===== src/rtl/vga_mem_arbiter.sv =====
// Arbitrates the single-port display/glyph memory between the VGA fetch path and the CPU.
// VGA has priority; a saturating wait counter lets a starved CPU win one slot.
module vga_mem_arbiter #(
  parameter int unsigned ADDR_W       = 16,
  parameter int unsigned DATA_W       = 16,
  parameter int unsigned MEM_LAT      = 1,
  parameter int unsigned CPU_MAX_WAIT = 8
) (
  input  logic              clk_i,
  input  logic              rst_ni,
  input  logic              vga_req_i,
  input  logic [ADDR_W-1:0] vga_addr_i,
  output logic              vga_ack_o,
  output logic [DATA_W-1:0] vga_rdata_o,
  output logic              vga_rvalid_o,
  input  logic              cpu_req_i,
  input  logic              cpu_we_i,
  input  logic [ADDR_W-1:0] cpu_addr_i,
  input  logic [DATA_W-1:0] cpu_wdata_i,
  output logic              cpu_ack_o,
  output logic [DATA_W-1:0] cpu_rdata_o,
  output logic              cpu_rvalid_o,
  output logic [ADDR_W-1:0] mem_addr_o,
  output logic              mem_we_o,
  output logic [DATA_W-1:0] mem_wdata_o,
  input  logic [DATA_W-1:0] mem_rdata_i
);

  localparam int unsigned WaitW = $clog2(CPU_MAX_WAIT + 1);
  localparam logic [WaitW-1:0] MaxWait = WaitW'(CPU_MAX_WAIT);

  typedef enum logic [1:0] {OwnIdle, OwnVga, OwnCpu} owner_e;

  owner_e            owner_q, owner_d;
  logic [WaitW-1:0]  cpu_wait_q, cpu_wait_d;
  logic [ADDR_W-1:0] mem_addr_q, mem_addr_d;
  logic [DATA_W-1:0] mem_wdata_q, mem_wdata_d;
  logic              mem_we_q, mem_we_d;
  logic [DATA_W-1:0] vga_rdata_q, cpu_rdata_q;

  // Tag bit 1 = VGA read, bit 0 = CPU read; a write travels as 00.
  logic [MEM_LAT-1:0][1:0] tag_q, tag_d;
  logic [1:0]              tag_in;

  logic vga_elig, cpu_elig;

  assign vga_ack_o = (owner_q == OwnVga);
  assign cpu_ack_o = (owner_q == OwnCpu);

  // Arbitration decision for the next issue cycle.
  always_comb begin
    vga_elig    = vga_req_i & ~vga_ack_o;
    cpu_elig    = cpu_req_i & ~cpu_ack_o;
    owner_d     = OwnIdle;
    cpu_wait_d  = cpu_wait_q;
    mem_addr_d  = mem_addr_q;
    mem_wdata_d = mem_wdata_q;
    mem_we_d    = 1'b0;

    if (vga_elig && cpu_elig && (cpu_wait_q == MaxWait)) begin
      owner_d = OwnCpu;
    end else if (vga_elig) begin
      owner_d = OwnVga;
    end else if (cpu_elig) begin
      owner_d = OwnCpu;
    end

    if (owner_d == OwnCpu) begin
      cpu_wait_d = '0;
    end else if (cpu_elig && (cpu_wait_q != MaxWait)) begin
      cpu_wait_d = cpu_wait_q + 1'b1;
    end

    unique case (owner_d)
      OwnVga: begin
        mem_addr_d = vga_addr_i;
      end
      OwnCpu: begin
        mem_addr_d  = cpu_addr_i;
        mem_wdata_d = cpu_wdata_i;
        mem_we_d    = cpu_we_i;
      end
      default: ;
    endcase
  end

  always_comb begin
    tag_in    = {owner_q == OwnVga, (owner_q == OwnCpu) & ~mem_we_q};
    tag_d     = tag_q;
    tag_d[0]  = tag_in;
    for (int i = 1; i < MEM_LAT; i++) begin
      tag_d[i] = tag_q[i-1];
    end
  end

  always_ff @(posedge clk_i or negedge rst_ni) begin
    if (!rst_ni) begin
      owner_q     <= OwnIdle;
      cpu_wait_q  <= '0;
      mem_addr_q  <= '0;
      mem_wdata_q <= '0;
      mem_we_q    <= 1'b0;
      tag_q       <= '0;
      vga_rdata_q <= '0;
      cpu_rdata_q <= '0;
    end else begin
      owner_q     <= owner_d;
      cpu_wait_q  <= cpu_wait_d;
      mem_addr_q  <= mem_addr_d;
      mem_wdata_q <= mem_wdata_d;
      mem_we_q    <= mem_we_d;
      tag_q       <= tag_d;
      if (vga_rvalid_o) vga_rdata_q <= mem_rdata_i;
      if (cpu_rvalid_o) cpu_rdata_q <= mem_rdata_i;
    end
  end

  assign vga_rvalid_o = tag_q[MEM_LAT-1][1];
  assign cpu_rvalid_o = tag_q[MEM_LAT-1][0];

  // Memory data is only valid in the rvalid cycle, so pass it through then and hold it after.
  assign vga_rdata_o = vga_rvalid_o ? mem_rdata_i : vga_rdata_q;
  assign cpu_rdata_o = cpu_rvalid_o ? mem_rdata_i : cpu_rdata_q;

  assign mem_addr_o  = mem_addr_q;
  assign mem_we_o    = mem_we_q;
  assign mem_wdata_o = mem_wdata_q;

endmodule

===== config.mk =====
export PLATFORM = sky130hd
export DESIGN_NAME = vga_mem_arbiter
export DESIGN_NICKNAME = d
export VERILOG_FILES = /design/src/rtl/vga_mem_arbiter.sv
export SDC_FILE = /design/constraint.sdc
export NUM_CORES = 1
export LEC_CHECK = 0
export ABC_AREA = 0
export BUFFER_PORTS_ARGS = -buffer_cell sky130_fd_sc_hd__buf_4
export CAP_MARGIN = 15
export CORE_ASPECT_RATIO = 0.75
export CORE_MARGIN = 2
export CORE_UTILIZATION = 46
export DETAILED_ROUTE_END_ITERATION = 7
export GPL_TIMING_DRIVEN = 0
export HOLD_SLACK_MARGIN = 0.08
export PLACE_DENSITY = 0.79
export SYNTH_ARGS = -nofsm -noshare
export SYNTH_HDL_FRONTEND = slang
export SYNTH_SLANG_ARGS = --single-unit
export TNS_END_PERCENT = 10

===== constraint.sdc =====
create_clock -name clk_i -period 2 [get_ports clk_i]
set_input_delay 0.1 -clock clk_i [delete_from_list [all_inputs] [get_ports clk_i]]
set_output_delay 0.1 -clock clk_i [all_outputs]
set_load 0.03 [all_outputs]

### After elaboration in Yosys (flattened, before gate mapping)

Cells that the tools add are included.

* flip-flop bits (word level): 73
* input bits: 69
* output and inout bits: 69
* word-level logic and storage cells: 35

* add/subtract/negate cells: 1
* equality and inequality tests: 6
* multiplexer cells: 9
* bitwise gates (word level): 6
* reductions and logical operators: 5

Operator list (number)
* two-way mux 16 bit: 2
* case mux 16 bit (2 select lines): 1
* two-way mux 4 bit: 2
* two-way mux 2 bit: 3
* adder 4 x 1 -> 4 bit, second input constant: 1
* == test 2 x 1 -> 1 bit, second input constant: 2
* == test 2 bit, second input constant: 2
* == test 4 bit, second input constant: 1
* != test 4 bit, second input constant: 1
* nonzero test 2 bit: 2
* bitwise AND 1 bit: 3
* logical AND 1 bit: 3
* inverter 1 bit: 3
* two-way mux 1 bit: 1

### Depth between registers and ports, before layout

Gate-level depths: netlist (run 1).

* word-level depth: 8
* gate-level depth with buffers: 8
* gate-level depth less buffers: 6

### Least setup slack after synthesis (run 1)

OpenSTA, ideal clock, no wires.

* path kind: register -> register
* start: register cpu_wait_q[0]
* end: register mem_wdata_q[10], in the netlist mem_wdata_o[10]
* library setup time: 0.125 ns
* arrival time: 1.714 ns
* required time: 1.875 ns
* setup slack: 0.161 ns
* cell stages (with the launch flop): 7
* buffers on the path: 1
* period minus slack after synthesis: 1.839 ns
* cells stage by stage: dfrtp_1 -> inv_1 -> ha_1 -> and3b_2 -> o311ai_4 -> buf_2 -> mux2_2

* cells in the longest elaborated chain, start to end: 4

Ends and longest elaborated chain
* start, declared: RTL line 35 `logic [WaitW-1:0] cpu_wait_q, cpu_wait_d;`
* start signal, assigned: RTL line 108 `cpu_wait_q <= cpu_wait_d;`
* == test 4 bit: RTL line 60 `if (vga_elig && cpu_elig && (cpu_wait_q == MaxWait)) begin`
* logical AND 1 bit: RTL line 60
* two-way mux 2 bit: RTL line 60
* == test 2 bit: RTL line 74 `unique case (owner_d)`
* end signal, assigned: RTL line 110 `mem_wdata_q <= mem_wdata_d;`
* end, declared: RTL line 37 `logic [DATA_W-1:0] mem_wdata_q, mem_wdata_d;`

Every way passes these cells.
A chain may end at the register's enable or synchronous reset.

### Final worst setup path (run 1)

* start: register cpu_wait_q[0]
* end: register mem_wdata_q[2], in the netlist mem_wdata_o[2]

Same word-level chain as after synthesis.

==> impl_metrics.json, run 1 <==
{
  "finClkSkew_ns": 0.0117,
  "drtIter0Drc": 101,
  "synthTopCellsByArea": "dfrtp_1 (62%), mux2_2 (18%), nor2_1 (4.2%)",
  "yosys.area.top_type_share_pct": 62.2,
  "p_int_w": 0.00384,
  "hold_class": "in2reg",
  "setup-tns-final_ns": 0,
  "nFillCells": 343,
  "synth_top_area_cell": "dfrtp_1",
  "place_ws_ns": -0.103,
  "gp_congestion": 0.756,
  "antenna_found_initial": 0,
  "syn_inst": 227,
  "synth-edff-count": 0,
  "power.density_nw_per_um2": 1240,
  "synth-seq-cells": 73,
  "async_flop_share_pct": 100,
  "placed_area_um2": 4070,
  "crit_fanout": 5,
  "cts_sinks": 73,
  "cts_tree": "yes",
  "peakVddDrop_v": 0.000730,
  "drive_gt1_share_pct": 49.9,
  "post-route-cell-area_um2": 5040,
  "die_h_um": 73.2,
  "synth_flop_cell": "dfrtp_1",
  "synth_fp_nets": 298,
  "regArea_um2": 1830,
  "viasPerCell": 4.95,
  "ff2ff_path_depth": 7,
  "die_area_um2": 7050,
  "cp-end-kind": "register",
  "fmax_mhz": 509,
  "clk_latency_ns": 0.35,
  "syn_avg_cell_area_um2": 12.9,
  "die_w_um": 96.3,
  "ant_nets": 0,
  "syn_area_um2": 2940,
  "final_core_util_pct": 80.5,
  "layout_commonest_cell": "buf_4",
  "outcome": "completed",
  "synth_cell_types": 27,
  "first_global_vias": 2784,
  "num_rows": 25,
  "io_pins": 138,
  "synth_warnings": 0,
  "grt_util_all_layers_pct": 25.1,
  "drt_wl_total_mm": 8.91,
  "p_switching_w": 0.00240,
  "cts-buffers-inserted": 9,
  "p_sw_share_pct": 38.4,
  "crit_arrival_ns": 2.19,
  "cp.required_ns": 2.23,
  "ctsLongestPathBuffers": 2,
  "worstSetupPathType": "reg2reg",
  "post-route-min-period_ns": 1.96,
  "worstMarginPinSlew_ns": 0.905,
  "fin_nets": 515,
  "pwr-share-comb_pct": 45.3,
  "hold_path_depth": 3,
  "hold_viol_final": 0,
  "hpwlAfterDp_mm": 5.02,
  "yosysSeqAreaShare_pct": 62.2,
  "overflow": 0,
  "grt_pass1_wl_mm": 13.0,
  "drt-pass1-iter-count": 4,
  "slew_headroom_pct": 39.7,
  "io_buffers": 137,
  "setup_viol": 0,
  "initial_core_util_pct": 47.0,
  "most-common-layout-cells": "buf_4 (142), dfrtp_1 (73), dlygate4sd3_1 (66), mux2_2 (46), nor2_1 (32)",
  "power_w": 0.00624,
  "setup_slack_ns": 0.0369,
  "multiInputGateArea_um2": 993,
  "area_growth_pct": 71.3,
  "cts_max_level": 3,
  "remaining_drc_errors": 0,
  "path_clk_slew_ns": 0.08,
  "maxCapViolCount": 0,
  "slew_violations": 0,
  "grt_max_degree": 74,
  "antenna_cells": 0,
  "core-area_um2": 6260,
  "routedWlPerCell_um": 16.8,
  "seq_power_share_pct": 34.3,
  "leakage_nw": 2.47,
  "power_frac_clock_pct": 20.5,
  "critPathLaunchType": "register",
  "fin_crit_sh_pct": 98.2,
  "vias": 2626,
  "cts_root_buf": "clkbuf_8"
}
-- critical path, cell delays in order, from the launching register on --
cell	delay, ns
dfrtp_1	0.37
inv_1	0.06
ha_2	0.17
and3b_2	0.24
o311ai_4	0.37
buf_6	0.18
clkbuf_16	0.14
mux2_2	0.32
-- cell families (layout without fill, tap and decap cells) --
kind of cell / after synthesis / count (layout) / share of synthesized area [%]
flip-flops: 73 / 73 / 62.2
multiplexers: 48 / 48 / 18.4
AND/OR/NAND/NOR: 47 / 47 / 7.32
buffers and inverters: 33 / 255 / 4.47
AO/OA/AOI/OAI: 24 / 24 / 6.81
adder cells (fa/ha/maj): 2 / 2 / 0.851
-- registers in the layout (all words and copies together), names as in the netlist --
| signal | count |
|---|---|
| tag_q | 2 |
| cpu_wait_q | 4 |
| mem_wdata_o | 16 |
| vga_rdata_q | 16 |
| mem_addr_o | 16 |
| mem_we_o | 1 |
| cpu_rdata_q | 16 |
| owner_q | 2 |
-- final cells by class --
class,instances,area share (%)
Timing Repair Buffer,208,34.7
Clock inverter,6,1.81
Buffer,9,1.29
Multi-Input combinational cell,121,19.7
Inverter,22,1.64
Clock buffer,10,2.53
Sequential cell,73,36.3
Tap cell,81,2.01
-- routing by layer --
layer / vias up / track usage, % / wire length (µm)
met5: - / 0 / 0
met4: 0 / 7.98 / 150
met1: 1270 / 29.5 / 3630
met2: 138 / 43.7 / 4340
li1: 1200 / - / -
met3: 18 / 8.26 / 795
-- cells in the mapped netlist (all sizes together) (2+ instances only) --
library cell,number
a211oi,16
buf,6
clkbuf,5
dfrtp,73
ha,2
inv,22
mux2,48
nand2,4
nor2,33
or3,2
-- power by group through the flow --
stage,logic [W],registers [W],clock network (W)
finish,0.00282,0.00214,0.00128
detailed placement,0.00263,0.00214,0
CTS,0.00274,0.00212,0.00129
global route,0.00298,0.00218,0.00136
global placement,0.00259,0.00212,0
floorplan,0.00127,0.00247,0
-- path summary, 6_finish.rpt --
check                                   start              to  slack, ns
worst max-delay path            cpu_wait_q[0]  mem_wdata_o[2]       0.04
worst min-delay path                cpu_req_i   cpu_wait_q[1]       0.20
worst max register to register  cpu_wait_q[0]  mem_wdata_o[2]       0.04
worst min register to register       mem_we_o        tag_q[0]       0.44
max in group asynchronous              rst_ni   mem_addr_o[8]       0.98
min in group asynchronous              rst_ni  cpu_rdata_q[2]       0.44
-- what timing repair did --
item | in CTS | in global routing
cloned | 0 | 1
hold buffers | 66 | 0
hold endpoints to repair | 138 | 0
gates resized for setup | 7 | 11
pin swaps | 0 | 1
setup endpoints to repair | 35 | 29
buffers inserted | 0 | 4
-- through the flow --
stage               instances  hold WS, ns
detailed placement        445        0.289
global placement          445        0.284
floorplan                 227       -0.196
CTS                       526        0.180
finish                    530        0.198
global route              530        0.218
Note: power is estimated with default switching activity, not from simulation.
==> run 2: changes to the inputs <==
--- a/config.mk
+++ b/config.mk
@@ -5,12 +5,12 @@
 export SDC_FILE = /design/constraint.sdc
 export NUM_CORES = 1
 export LEC_CHECK = 0
-export ABC_AREA = 0
+export ABC_AREA = 1
 export BUFFER_PORTS_ARGS = -buffer_cell sky130_fd_sc_hd__buf_4
 export CAP_MARGIN = 15
 export CORE_ASPECT_RATIO = 0.75
 export CORE_MARGIN = 2
-export CORE_UTILIZATION = 46
+export CORE_UTILIZATION = 47
 export DETAILED_ROUTE_END_ITERATION = 7
 export GPL_TIMING_DRIVEN = 0
 export HOLD_SLACK_MARGIN = 0.08
==> run 2 against run 1 <==
- count of clock-buffer cells in the layout rose by 2
- area after synthesis rose by 8.0%
- non-clock buffer count shrank 15
- first-iteration DRC count rose by 19%
- clock skew decreased by 0.0056 ns
- largest power group unchanged
==> impl_metrics.json, run 2 <==
{
  "antenna_cells": 0,
  "crit_slowest_cell": "mux2_2",
  "power_w": 0.00504,
  "hpwlAfterDp_mm": 5.61,
  "synth_compound_area_share_pct": 0.473,
  "ctsLongestPathBuffers": 2,
  "viasPerCell": 4.88,
  "fmax_mhz": 527,
  "async_flop_share_pct": 100,
  "cts_setup_buffers": 0,
  "outcome": "completed",
  "critPathMaxStageDelay_ns": 0.40,
  "drtIter0Drc": 120,
  "yosysSeqAreaShare_pct": 57.5,
  "fin_crit_sh_pct": 94.8,
  "grt_use_met2_pct": 42.7,
  "most-common-layout-cells": "buf_4 (137), dfrtp_1 (73), nand2_1 (67), nand3_1 (51), dlygate4sd3_1 (50)",
  "path_buf_inv": 3,
  "hp-start": "vga_addr_i[2]",
  "crit_family": "buffers and inverters",
  "io_pins": 138,
  "nFillCells": 429,
  "slew_headroom_pct": 39.4,
  "grt_util_all_layers_pct": 25.2,
  "post-route-cell-area_um2": 5010,
  "clk_latency_ns": 0.34,
  "grt_use_met1_pct": 31.7,
  "synth_top_family_by_area": "simple AND/OR/NAND/NOR gates",
  "layout_commonest_cell": "buf_4",
  "routedWlPerCell_um": 15.1,
  "synthTopCellsByArea": "dfrtp_1 (58%), mux2_2 (11%), nand3_1 (8.0%)",
  "synthSimpleGateAreaFrac_pct": 22.6,
  "peakVddDrop_v": 0.000546,
  "reg2reg_from": "cpu_wait_q[0]",
  "hold_class": "in2reg",
  "cts_max_level": 3,
  "leakage_nw": 2.59,
  "cp.required_ns": 1.90,
  "drt-pass1-iter-count": 4,
  "grt_max_degree": 74,
  "die_w_um": 98.9,
  "grt_pass1_wl_mm": 14.4,
  "synth_fa_ha_area_share_pct": 0.788,
  "setup-tns-final_ns": 0,
  "num_rows": 25,
  "synthTopCellsByCount": "dfrtp_1 (73), nand2_1 (67), nand3_1 (51)",
  "rsz0062_at_grt": "no",
  "remaining_drc_errors": 0,
  "worstMarginPinSlew_ns": 0.909,
  "vias": 2867,
  "crit_arrival_ns": 1.80,
  "synth-seq-cells": 73,
  "synthMuxAreaShare_pct": 11.3,
  "area_growth_pct": 57.6,
  "synth_most_common_cell": "dfrtp_1",
  "synth_warnings": 0,
  "drt_wl_total_mm": 8.87,
  "die_h_um": 75.2,
  "cts_root_buf": "clkbuf_8",
  "grt_busiest_layer": "met2",
  "syn_area_um2": 3180,
  "placed_area_um2": 4310,
  "io_buffers": 137,
  "hold_viol_final": 0,
  "initial_core_util_pct": 49.5,
  "first_global_vias": 2954,
  "cts_tree": "yes",
  "cts_sinks": 73,
  "synth_flop_cell": "dfrtp_1",
  "finClkSkew_ns": 0.00610,
  "synth_cell_types": 22,
  "crit_path_start": "tag_q[1]",
  "overflow": 0,
  "final_core_util_pct": 78.1,
  "syn_avg_cell_area_um2": 10.4,
  "crit_fanout": 10,
  "synth_fp_nets": 375,
  "synth_xor_xnor_area_share_pct": 0,
  "die_area_um2": 7440,
  "path_clk_slew_ns": 0.07,
  "cp_common_cell": "buf_2",
  "cts-buffers-inserted": 9,
  "post-route-min-period_ns": 1.90,
  "gp_congestion": 0.805,
  "synth-edff-count": 0,
  "maxCapViolCount": 0,
  "core-area_um2": 6410,
  "drive_gt1_share_pct": 42.2,
  "critPathLaunchType": "register",
  "yosys.area.top_type_share_pct": 57.5,
  "cp-end-kind": "output port",
  "syn_inst": 304,
  "worstSetupPathType": "reg2out",
  "slew_violations": 0,
  "use_met3_pct": 7.52,
  "fin_nets": 573,
  "antenna_found_initial": 0,
  "power.density_nw_per_um2": 1010,
  "ant_nets": 0,
  "synth_top_area_cell": "dfrtp_1",
  "worstPathCellList": "buf_2 -> buf_2 -> mux2_2 -> buf_4",
  "setup_viol": 0
}
## run 2: changes by cell type after synthesis, moves of 2 or more
cell      change
nand2_2       +8
mux2_2       -16
inv_1         +3
nand2_1      +63
buf_2         +3
buf_6         +5
nand3_1      +50
clkbuf_1      -5
a21oi_1       +2
nor2_1       -14
a211oi_1     -16
## run 2: power breakdown
group          total, W  switching, W  internal, W
Combinational   0.00196       0.00116     0.000801
Sequential      0.00192      0.000142      0.00178
Clock           0.00116      0.000542     0.000614
## run 2: stage by stage
step                worst slack [ns]  instances  hold slack [ns]
floorplan                      0.467        304           -0.196
global placement               0.506        522            0.280
detailed placement             0.480        522            0.291
CTS                           0.0802        588           0.0816
global route                  0.0132        588           0.0995
finish                         0.104        588           0.0951
## run 2: worst register-to-register path: stages (launching register included)
cell and delay (ns):
dfrtp_1 0.39, inv_1 0.09, ha_1 0.21, nand3_2 0.10
nand3_4 0.15, nand2_8 0.16, inv_8 0.06, buf_12 0.15
nand2_2 0.07, nand2_1 0.05
## run 2: path summary, 6_finish.rpt
kind                                   end  slack, ns  cells after the start
setup / recovery            vga_rdata_o[9]       0.10                      4
hold / removal               mem_addr_o[2]        0.1                      5
setup reg to reg            mem_wdata_o[8]       0.47                      9
hold reg to reg                   tag_q[0]       0.44                      1
max in group asynchronous  mem_wdata_o[15]       0.98                      2
min in group asynchronous    mem_addr_o[9]       0.42                      2
## run 2: cell families after synthesis
| family | count (synthesis) |
|---|---|
| adder cells (fa/ha/maj) | 2 |
| buffers and inverters | 42 |
| AND/OR/NAND/NOR | 152 |
| AO/OA/AOI/OAI | 3 |
| flip-flops | 73 |
| multiplexers | 32 |
## run 2: layout make-up
class / count / area (µm²) / area share, %
Buffer: 15 / 124 / 2.47
Clock buffer: 12 / 145 / 2.90
Clock inverter: 4 / 52.6 / 1.05
Inverter: 27 / 109 / 2.17
Multi-Input combinational cell: 189 / 1120 / 22.3
Sequential cell: 73 / 1830 / 36.5
Tap cell: 81 / 101 / 2.02
Timing Repair Buffer: 187 / 1530 / 30.5
## run 2: metal layers
layer | vias up | part of all wire [%]
met3 | 17 | 7.4
met5 | - | 0
li1 | 1370 | -
met2 | 119 | 49
met1 | 1361 | 42
met4 | 0 | 1.6
## run 2: timing repair
| item | in CTS | in global routing |
|---|---|---|
| hold endpoints to repair | 138 | 0 |
| hold buffers | 50 | 0 |
| setup endpoints to repair | 0 | 4 |
| resized for setup | 0 | 1 |
==> run 3: changes to the inputs <==
--- a/config.mk
+++ b/config.mk
@@ -6,7 +6,7 @@
 export NUM_CORES = 1
 export LEC_CHECK = 0
 export ABC_AREA = 1
-export BUFFER_PORTS_ARGS = -buffer_cell sky130_fd_sc_hd__buf_4
+export BUFFER_PORTS_ARGS = -buffer_cell sky130_fd_sc_hd__clkbuf_2
 export CAP_MARGIN = 15
 export CORE_ASPECT_RATIO = 0.75
 export CORE_MARGIN = 2
==> run 3 against run 2 <==
- final cell count rose by 3.1%
- utilization fell by 2.8 points
- die area did not move
- fmax rose by 0.13%
- routed wire length rose by 1.9%
- global-route usage fell by 0.25 points
- worst hold slack improved by 0.011 ns
- design area fell by 3.6%
- non-clock buffer count rose by 19
- critical endpoint is now mem_addr_o[0]
==> impl_metrics.json, run 3 (synthesis gave the netlist of run 2 again) <==
{
  "crit_arrival_ns": 2.12,
  "setup_slack_ns": 0.106,
  "path_buf_inv": 3,
  "p_sw_share_pct": 38.4,
  "worstSetupPathType": "reg2reg",
  "fin_nets": 592,
  "power.density_nw_per_um2": 973,
  "maxCapViolCount": 0,
  "gp_congestion": 0.831,
  "grt_util_all_layers_pct": 24.9,
  "worstPathCellList": "inv_2 -> ha_1 -> nand3_2 -> nand3_4 -> buf_4 -> nand3_1 -> nand3_1 -> dlygate4sd3_1",
  "hpwlAfterDp_mm": 5.78,
  "grt_use_met1_pct": 29.8,
  "core-area_um2": 6410,
  "drt_wl_total_mm": 9.05,
  "grt_use_met2_pct": 44.8,
  "fin_crit_sh_pct": 94.7,
  "cp-end-kind": "register",
  "fin_hold_ws_ns": 0.106,
  "cts_sinks": 73,
  "die_h_um": 75.2,
  "pwr-share-comb_pct": 38.2,
  "power_w": 0.00470,
  "die_w_um": 98.9,
  "cts_tree": "yes",
  "crit_fanout": 7,
  "vias": 2965,
  "critPathLaunchType": "register",
  "io_buffers": 137,
  "power_frac_clock_pct": 21.0,
  "viasPerCell": 4.89,
  "first_global_vias": 3026,
  "hold_viol_final": 0,
  "layout_commonest_cell": "clkbuf_2",
  "post-route-min-period_ns": 1.89,
  "drive_gt1_share_pct": 41.9,
  "seq_power_share_pct": 40.9,
  "remaining_drc_errors": 0,
  "initial_core_util_pct": 49.5,
  "critPathMaxStageDelay_ns": 0.56,
  "worstMarginPinSlew_ns": 0.510,
  "finClkSkew_ns": 0.0103,
  "placed_area_um2": 3990,
  "setup_viol": 0,
  "drtIter0Drc": 91,
  "hold_class": "in2reg",
  "grt_busiest_layer": "met2",
  "crit_family": "buffers and inverters",
  "slew_violations": 0,
  "drt-pass1-iter-count": 7,
  "grt_max_degree": 40,
  "p_int_w": 0.00289,
  "cp_common_cell": "nand3_1",
  "path_clk_slew_ns": 0.08,
  "p_switching_w": 0.00180,
  "r2r_slack_ns": 0.11,
  "outcome": "completed",
  "cts_root_buf": "clkbuf_8",
  "post-route-cell-area_um2": 4830,
  "clk_latency_ns": 0.34,
  "area_growth_pct": 52.0,
  "slew_headroom_pct": 66.0,
  "num_rows": 25,
  "most-common-layout-cells": "clkbuf_2 (136), dfrtp_1 (73), nand2_1 (66), dlygate4sd3_1 (64), nand3_1 (51)",
  "ctsLongestPathBuffers": 2,
  "use_met3_pct": 8.17,
  "die_area_um2": 7440,
  "cp.required_ns": 2.23,
  "antenna_found_initial": 0,
  "cts-buffers-inserted": 9,
  "routedWlPerCell_um": 14.9,
  "overflow": 0,
  "place_ws_ns": 0.472,
  "cts_max_level": 3,
  "crit_slowest_cell": "dlygate4sd3_1",
  "ant_nets": 0,
  "grt_pass1_wl_mm": 14.3,
  "antenna_cells": 0,
  "io_pins": 138,
  "leakage_nw": 2.58,
  "peakVddDrop_v": 0.000562,
  "fmax_mhz": 528
}
## run 3: cell types whose count changed in the layout (fill, tap and decap cells not counted), moves of 2 or more
cell           previous run  this run
clkbuf_2                  0       136
clkinv_4                  2         0
dlygate4sd3_1            50        64
clkbuf_4                  1         3
buf_4                   137         4
## run 3: final cells by class
class	instances	area, µm²
plain buffers	15	126
clock buffers	12	145
clock inverters	3	17.5
fillers	428	1590
inverters	27	109
multi-input cells	189	1120
flip-flops and latches	73	1830
well taps	81	101
repair buffers	206	1380
## run 3: per-layer routing
metal	part of all wire, %	vias up
li1	-	1410
met1	41	1391
met2	49	147
met3	8.1	17
met4	1.3	0
met5	0	-
## run 3: worst register-to-register path, cell delays in order, from the launching register on
cell,delay [ns]
dfrtp_1,0.40
inv_2,0.06
ha_1,0.20
nand3_2,0.11
nand3_4,0.15
buf_4,0.19
nand3_1,0.06
nand3_1,0.07
dlygate4sd3_1,0.56
## run 3: final timing paths
path	startpoint	endpoint	depth (start not counted)
max in group asynchronous	rst_ni	vga_rdata_q[12]	3
worst max-delay path	cpu_wait_q[0]	mem_addr_o[0]	8
worst min-delay path	vga_addr_i[11]	mem_addr_o[11]	5
worst min register to register	mem_we_o	tag_q[0]	1
min in group asynchronous	rst_ni	mem_addr_o[9]	2
worst max register to register	cpu_wait_q[0]	mem_addr_o[0]	8
## run 3: power groups by stage
stage | Clock, W | Combinational [W] | Sequential, W
2_1_floorplan | 0 | 0.000910 | 0.00215
3_3_place_gp | 0 | 0.00161 | 0.00192
3_5_place_dp | 0 | 0.00166 | 0.00194
4_1_cts | 0.00101 | 0.00177 | 0.00192
5_1_grt | 0.00108 | 0.00192 | 0.00195
6_report | 0.000985 | 0.00179 | 0.00192
## run 3: stage by stage
stage / setup TNS (ns) / instances / utilization [%]
after floorplan: 0 / 304 / -
after global placement: 0 / 522 / 61.8
after detailed placement: 0 / 523 / 62.1
after CTS: 0 / 602 / 74.7
after global routing: -0.0256 / 606 / 75.3
final: 0 / 606 / 75.3
## run 3: repair_timing
item	in CTS	in global routing
setup endpoints to repair	0	3
hold buffers	64	0
setup buffers	0	4
resized for setup	0	4
hold endpoints to repair	99	0
